## src/rtl/fetch_unit.sv

```systemverilog
// fetch_unit: instruction-fetch stage with credit-limited memory requests and an in-order buffer.
// Define FETCH_PERF_EN to add the bubble and dropped-response performance counters.
module fetch_unit #(
    parameter logic [31:0] RESET_PC = 32'h0000_0000,
    parameter int unsigned DEPTH    = 2
) (
    input  logic        clk,
    input  logic        reset,
    input  logic        StallF,
    input  logic        PCSrcE,
    input  logic [31:0] PCTargetE,
    output logic        imem_req_valid,
    input  logic        imem_req_ready,
    output logic [31:0] imem_req_addr,
    input  logic        imem_rsp_valid,
    input  logic [31:0] imem_rsp_data,
    output logic [31:0] InstrF,
    output logic [31:0] PCF,
    output logic [31:0] PCPlus4F,
    output logic        ValidF
`ifdef FETCH_PERF_EN
    ,
    output logic [31:0] perf_bubble_cnt,
    output logic [31:0] perf_drop_cnt
`endif
);
    localparam int CNT_W = $clog2(DEPTH + 1);
    localparam int PTR_W = (DEPTH > 1) ? $clog2(DEPTH) : 1;
    localparam logic [CNT_W:0] CREDITS = (CNT_W + 1)'(DEPTH);
    localparam logic [31:0] NOP = 32'h0000_0013;

    typedef logic [CNT_W-1:0] cnt_t;
    typedef logic [PTR_W-1:0] ptr_t;

    typedef struct packed {
        logic [31:0] instr;
        logic [31:0] pc;
    } entry_t;

    function automatic ptr_t ptr_inc(input ptr_t p);
        return (p == ptr_t'(DEPTH - 1)) ? '0 : p + ptr_t'(1);
    endfunction

    logic [31:0] pc_q;
    entry_t      ibuf_q [DEPTH];
    ptr_t        ibuf_head, ibuf_tail;
    cnt_t        count;
    logic [31:0] ifq_pc [DEPTH];
    ptr_t        ifq_head, ifq_tail;
    cnt_t        inflight, drop;

    logic credit_ok, accept, rsp_keep, rsp_discard, pop;
    cnt_t inflight_left;

    // NOTE: every always_comb output gets a default first so no path can infer a latch.
    always_comb begin
        credit_ok      = ({1'b0, inflight} + {1'b0, count}) < CREDITS;
        imem_req_valid = !reset && !PCSrcE && credit_ok;
        imem_req_addr  = pc_q;
        accept         = imem_req_valid && imem_req_ready;
        rsp_discard    = imem_rsp_valid && (PCSrcE || drop != '0);
        rsp_keep       = imem_rsp_valid && !PCSrcE && drop == '0;
        pop            = !StallF && !PCSrcE && count != '0;
        inflight_left  = (imem_rsp_valid && inflight != '0) ? inflight - cnt_t'(1) : inflight;

        InstrF   = NOP;
        PCF      = '0;
        PCPlus4F = '0;
        ValidF   = 1'b0;
        if (count != '0) begin
            InstrF   = ibuf_q[ibuf_head].instr;
            PCF      = ibuf_q[ibuf_head].pc;
            PCPlus4F = ibuf_q[ibuf_head].pc + 32'd4;
            ValidF   = 1'b1;
        end
    end

    // NOTE: sequential state uses non-blocking assignments so every register sees pre-edge values.
    always_ff @(posedge clk) begin
        if (reset) begin
            pc_q      <= RESET_PC;
            ibuf_head <= '0;
            ibuf_tail <= '0;
            count     <= '0;
            ifq_head  <= '0;
            ifq_tail  <= '0;
            inflight  <= '0;
            drop      <= '0;
        end else if (PCSrcE) begin
            // Everything still outstanding belongs to the wrong path and is dropped on return.
            pc_q      <= PCTargetE & 32'hFFFF_FFFC;
            ibuf_head <= '0;
            ibuf_tail <= '0;
            count     <= '0;
            ifq_head  <= '0;
            ifq_tail  <= '0;
            inflight  <= inflight_left;
            drop      <= inflight_left;
        end else begin
            if (accept) begin
                pc_q     <= pc_q + 32'd4;
                ifq_tail <= ptr_inc(ifq_tail);
            end
            if (rsp_keep) begin
                ibuf_tail <= ptr_inc(ibuf_tail);
                ifq_head  <= ptr_inc(ifq_head);
            end
            if (pop) ibuf_head <= ptr_inc(ibuf_head);
            if (imem_rsp_valid && drop != '0) drop <= drop - cnt_t'(1);

            case ({accept, imem_rsp_valid})
                2'b10:   inflight <= inflight + cnt_t'(1);
                2'b01:   inflight <= inflight - cnt_t'(1);
                default: inflight <= inflight;
            endcase

            case ({rsp_keep, pop})
                2'b10:   count <= count + cnt_t'(1);
                2'b01:   count <= count - cnt_t'(1);
                default: count <= count;
            endcase
        end
    end

    // NOTE: storage arrays have no reset; pointers and counters alone define which entries are live.
    always_ff @(posedge clk) begin
        if (accept) ifq_pc[ifq_tail] <= pc_q;
        if (rsp_keep) begin
            ibuf_q[ibuf_tail].instr <= imem_rsp_data;
            ibuf_q[ibuf_tail].pc    <= ifq_pc[ifq_head];
        end
    end

`ifdef FETCH_PERF_EN
    always_ff @(posedge clk) begin
        if (reset) begin
            perf_bubble_cnt <= '0;
            perf_drop_cnt   <= '0;
        end else begin
            if (!StallF && !PCSrcE && count == '0) perf_bubble_cnt <= perf_bubble_cnt + 32'd1;
            if (rsp_discard) perf_drop_cnt <= perf_drop_cnt + 32'd1;
        end
    end
`endif

endmodule
```

## config.mk

```make
export PLATFORM = sky130hd
export DESIGN_NAME = fetch_unit
export DESIGN_NICKNAME = d
export VERILOG_FILES = /design/src/rtl/fetch_unit.sv
export SDC_FILE = /design/constraint.sdc
export NUM_CORES = 1
export LEC_CHECK = 0
export ABC_AREA = 1
export CAP_MARGIN = 20
export CORE_ASPECT_RATIO = 1.4
export CORE_MARGIN = 3
export CORE_UTILIZATION = 44
export CTS_BUF_LIST = sky130_fd_sc_hd__clkbuf_8
export DETAILED_ROUTE_END_ITERATION = 8
export GPL_ROUTABILITY_DRIVEN = 0
export PLACE_DENSITY = 0.78
export SKIP_CTS_REPAIR_TIMING = 1
export SLEW_MARGIN = 0
export SYNTH_ARGS = -nofsm -noshare
export SYNTH_HDL_FRONTEND = slang
export SYNTH_SLANG_ARGS = --single-unit
```

## constraint.sdc

```tcl
create_clock -name clk -period 11.4 [get_ports clk]
set_input_delay 3.42 -clock clk [delete_from_list [all_inputs] [get_ports clk]]
set_output_delay 3.42 -clock clk [all_outputs]
set_load 0.02 [all_outputs]
```

==> summary.json <==
{
  "layout": {
    "top_library_cells_by_usage_in_the_layout_fill_and_taps_aside": "sky130_fd_sc_hd__nand2_1, sky130_fd_sc_hd__clkdlybuf4s50_1, sky130_fd_sc_hd__edfxtp_1",
    "register_area_um2": 6370,
    "multiInputGateArea_um2": 3820,
    "layout.nets": 1452,
    "drive_above_1_share_pct": 10.3,
    "filler_cell_count": 2061,
    "finalCoreUtilization_pct": 56.7,
    "final_common_cell": "sky130_fd_sc_hd__nand2_1",
    "stdcell_count": 1710,
    "antenna_cells_inserted": 0,
    "synthToLayoutAreaGrowth_pct": 26.4
  },
  "synthesis": {
    "yosysWarningCount": 0,
    "post_synth_cell_types": 39,
    "synth_sequential_area_ratio_pct": 58.9,
    "ys_seq_elements": 226,
    "ys_async_sr_fraction_pct": 0,
    "syn-mean-instance-area_um2": 9.20,
    "synth_enable_flop_cells": 184,
    "syn_inst": 1174,
    "dominantRegCellSynth": "sky130_fd_sc_hd__edfxtp_1",
    "mappedNetlistArea_um2": 10800
  },
  "detailed_routing": {
    "detail_route.wl_per_cell_um": 15.9,
    "detailedRoute.firstIterationViolations": 542,
    "finalWirelength_um": 27100,
    "route.vias.total": 8696,
    "drt.antenna.violating_nets": 0,
    "route.detailed.drc": 0,
    "drtPass1Iterations": 5,
    "via_per_inst": 5.09
  },
  "worst_setup_path": {
    "ordered_cell_list_for_the_critical_path": "clkdlybuf4s50_1 -> buf_4 -> nor2_4 -> nand3_1 -> inv_1 -> clkdlybuf4s50_1",
    "worst_r2r_path_depth": 12,
    "worst_ep_required_time_ns": 7.98,
    "path_buf_inv": 4,
    "critPathMaxStageDelay_ns": 0.59,
    "cp-start-kind": "input port",
    "critical-path-slowest-cell": "sky130_fd_sc_hd__clkdlybuf4s50_1",
    "worst-path-stages": 6,
    "worstSetupPathType": "in2out",
    "timing.critical_path.to_type": "primary output",
    "worst_ep_arrival_time_ns": 5.06,
    "timing.critical_path.max_delay_family": "buffers and inverters",
    "crit_path_max_fanout": 33,
    "timing.critical_path.mode_cell": "sky130_fd_sc_hd__clkdlybuf4s50_1"
  },
  "pwr": {
    "peak_supply_drop_uv": 76.4,
    "switching_power_mw": 0.447,
    "share_seq_of_total_power_pct": 53.3,
    "power.combinational.fraction_pct": 11.2,
    "power_density_nw_per_um2": 130,
    "cellLeakagePower_nw": 5.12,
    "share_clk_of_total_power_pct": 35.6,
    "sw_frac_of_total_pct": 25.2,
    "p_int_mw": 1.33
  },
  "clock_network": {
    "cts_made_buffers": 35,
    "clk-insertion-delay-late_ns": 0.54,
    "tritoncts_num_sinks": 226,
    "bufs_on_longest_clock_path": 3,
    "tritoncts": "done",
    "clock_tree.htree_level_count": 2,
    "cts_root_buf": "sky130_fd_sc_hd__clkbuf_8",
    "cts.reportedPaths.clkPinSlew_ns": 0.06
  },
  "timing": {
    "tightestPinTransition_ns": 0.884,
    "timing.final.max_slew_violations": 0,
    "finalSetupViolCount": 0,
    "slew_headroom_pct": 41.0,
    "achievable_frequency_mhz": 118,
    "clock-skew-final_ns": 0.0470,
    "hold_viol_final": 0,
    "final_worst_hold_slack_ns": 0.485,
    "min_period_over_period_pct": 74.4,
    "grt_setup_unrepaired": "false",
    "fin_tns_setup_ns": 0,
    "fin_crit_ns": 8.48
  },
  "hold_path": {
    "holdPathStages": 2,
    "timing.hold.worst.class": "reg2reg"
  },
  "place": {
    "dp_hpwl_um": 19100,
    "numPortBuffers": 191,
    "numPlacedInstances": 1649
  },
  "job": {
    "max_cap_viol_count": 0
  },
  "global_routing": {
    "gr-usage-met3_pct": 3.18,
    "grt_start_max_net_pins": 84,
    "global_route.peak_usage_layer": "met2",
    "gr_usage_total_pct": 20.1,
    "global_route_wire_length_before_repair_um": 43000,
    "groute.layer.met2.usage_pct": 36.6,
    "gr-total-overflow": 0,
    "gr-usage-met1_pct": 23.5,
    "initial_antenna_violation_count": 0,
    "first_global_vias": 8432
  },
  "floorplan": {
    "top_level_ports": 200,
    "rows": 67,
    "initial_utilization_pct": 44.9,
    "fp.coreArea_um2": 24100,
    "dieWidth_um": 138,
    "fp.dieH_um": 191,
    "area_of_the_die_um2": 26500
  },
  "status": {
    "outcome": "completed"
  }
}
-- cells in the mapped netlist, types with 2 or more instances --
library cell	count	area share, %
sky130_fd_sc_hd__clkinv_1	4	0.14
sky130_fd_sc_hd__nand3_1	54	2.5
sky130_fd_sc_hd__mux2_2	30	3.1
sky130_fd_sc_hd__nand2_1	352	12
sky130_fd_sc_hd__inv_2	3	0.10
sky130_fd_sc_hd__a21oi_1	70	3.2
sky130_fd_sc_hd__or2_2	2	0.12
sky130_fd_sc_hd__edfxtp_1	184	51
sky130_fd_sc_hd__nor2_2	10	0.58
sky130_fd_sc_hd__nand4_1	7	0.41
sky130_fd_sc_hd__buf_2	3	0.14
sky130_fd_sc_hd__nor2_1	135	4.7
sky130_fd_sc_hd__o21ai_1	4	0.19
sky130_fd_sc_hd__buf_4	8	0.56
sky130_fd_sc_hd__nand2_4	4	0.42
sky130_fd_sc_hd__xor2_1	7	0.57
sky130_fd_sc_hd__buf_1	4	0.14
sky130_fd_sc_hd__nor3_1	10	0.46
sky130_fd_sc_hd__o21ai_0	44	2.0
sky130_fd_sc_hd__inv_1	110	3.8
sky130_fd_sc_hd__nor2_4	7	0.73
sky130_fd_sc_hd__dfxtp_1	42	7.8
sky130_fd_sc_hd__nand2_2	26	1.5
sky130_fd_sc_hd__clkbuf_1	21	0.73
sky130_fd_sc_hd__nand3b_1	3	0.21
sky130_fd_sc_hd__ha_1	5	0.58
sky130_fd_sc_hd__a31oi_1	10	0.58
sky130_fd_sc_hd__buf_6	4	0.42
-- worst min-delay path: stages, from the launching register on --
cell and delay [ns]:
sky130_fd_sc_hd__dfxtp_1 0.30, sky130_fd_sc_hd__inv_1 0.08, sky130_fd_sc_hd__a21oi_1 0.06
-- layer usage --
layer,up-vias,share of wire (%),wire length (µm)
met5,-,0,0
met4,0,3.8,1040
met3,67,6.2,1690
met2,347,52,14000
met1,4017,38,10400
li1,4265,-,-
-- path summary, 6_finish.rpt --
check | startpoint | end | slack, ns
worst max register to register | count[0] | imem_req_addr[12] | 8.62
worst min-delay path | ifq_head | ifq_head | 0.49
worst max-delay path | PCSrcE | imem_req_valid | 2.92
worst min register to register | ifq_head | ifq_head | 0.49
-- logic make-up (layout without fill, tap and decap cells) --
group / Yosys count / in the layout / synth area share, %
compound gates: 130 / 130 / 6.19
xor+xnor: 8 / 8 / 0.649
fa+ha+maj: 6 / 6 / 0.765
buf+inv: 159 / 380 / 6.15
flops: 226 / 226 / 58.9
mux: 30 / 30 / 3.13
other cells: 1 / 6 / 0.0347
simple gates: 614 / 614 / 24.2
-- sequential cells by signal, indices dropped and copies added, names as in the netlist, named ones only --
name / count
ibuf_q: 124
count: 2
ifq_head: 1
ifq_pc: 60
imem_req_addr: 30
drop: 2
ifq_tail: 1
inflight: 2
ibuf_head: 1
ibuf_tail: 1
-- area by class of cell --
type	instances	area share [%]
Sequential cell	226	46.6
Multi-Input combinational cell	794	28.0
Timing Repair Buffer	201	14.6
Clock buffer	36	3.63
Inverter	118	3.26
Tap cell	310	2.84
Clock inverter	25	1.10
-- power groups by stage --
stage / Combinational, mW / Clock [mW] / Sequential (mW)
finish: 0.198 / 0.631 / 0.945
global route: 0.217 / 0.684 / 0.948
CTS: 0.199 / 0.649 / 0.945
detailed placement: 0.198 / 0 / 0.962
global placement: 0.193 / 0 / 0.960
floorplan: 0.104 / 0 / 0.965
-- through the flow --
stage	total power, mW	setup WS (ns)	instance area (µm²)
after floorplan	1.07	4.05	10800
after global placement	1.15	2.92	13000
after detailed placement	1.16	2.91	13000
after CTS	1.79	2.91	13700
after global routing	1.85	2.83	13700
final	1.77	2.92	13700
Note: power is estimated with default switching activity, not from simulation.
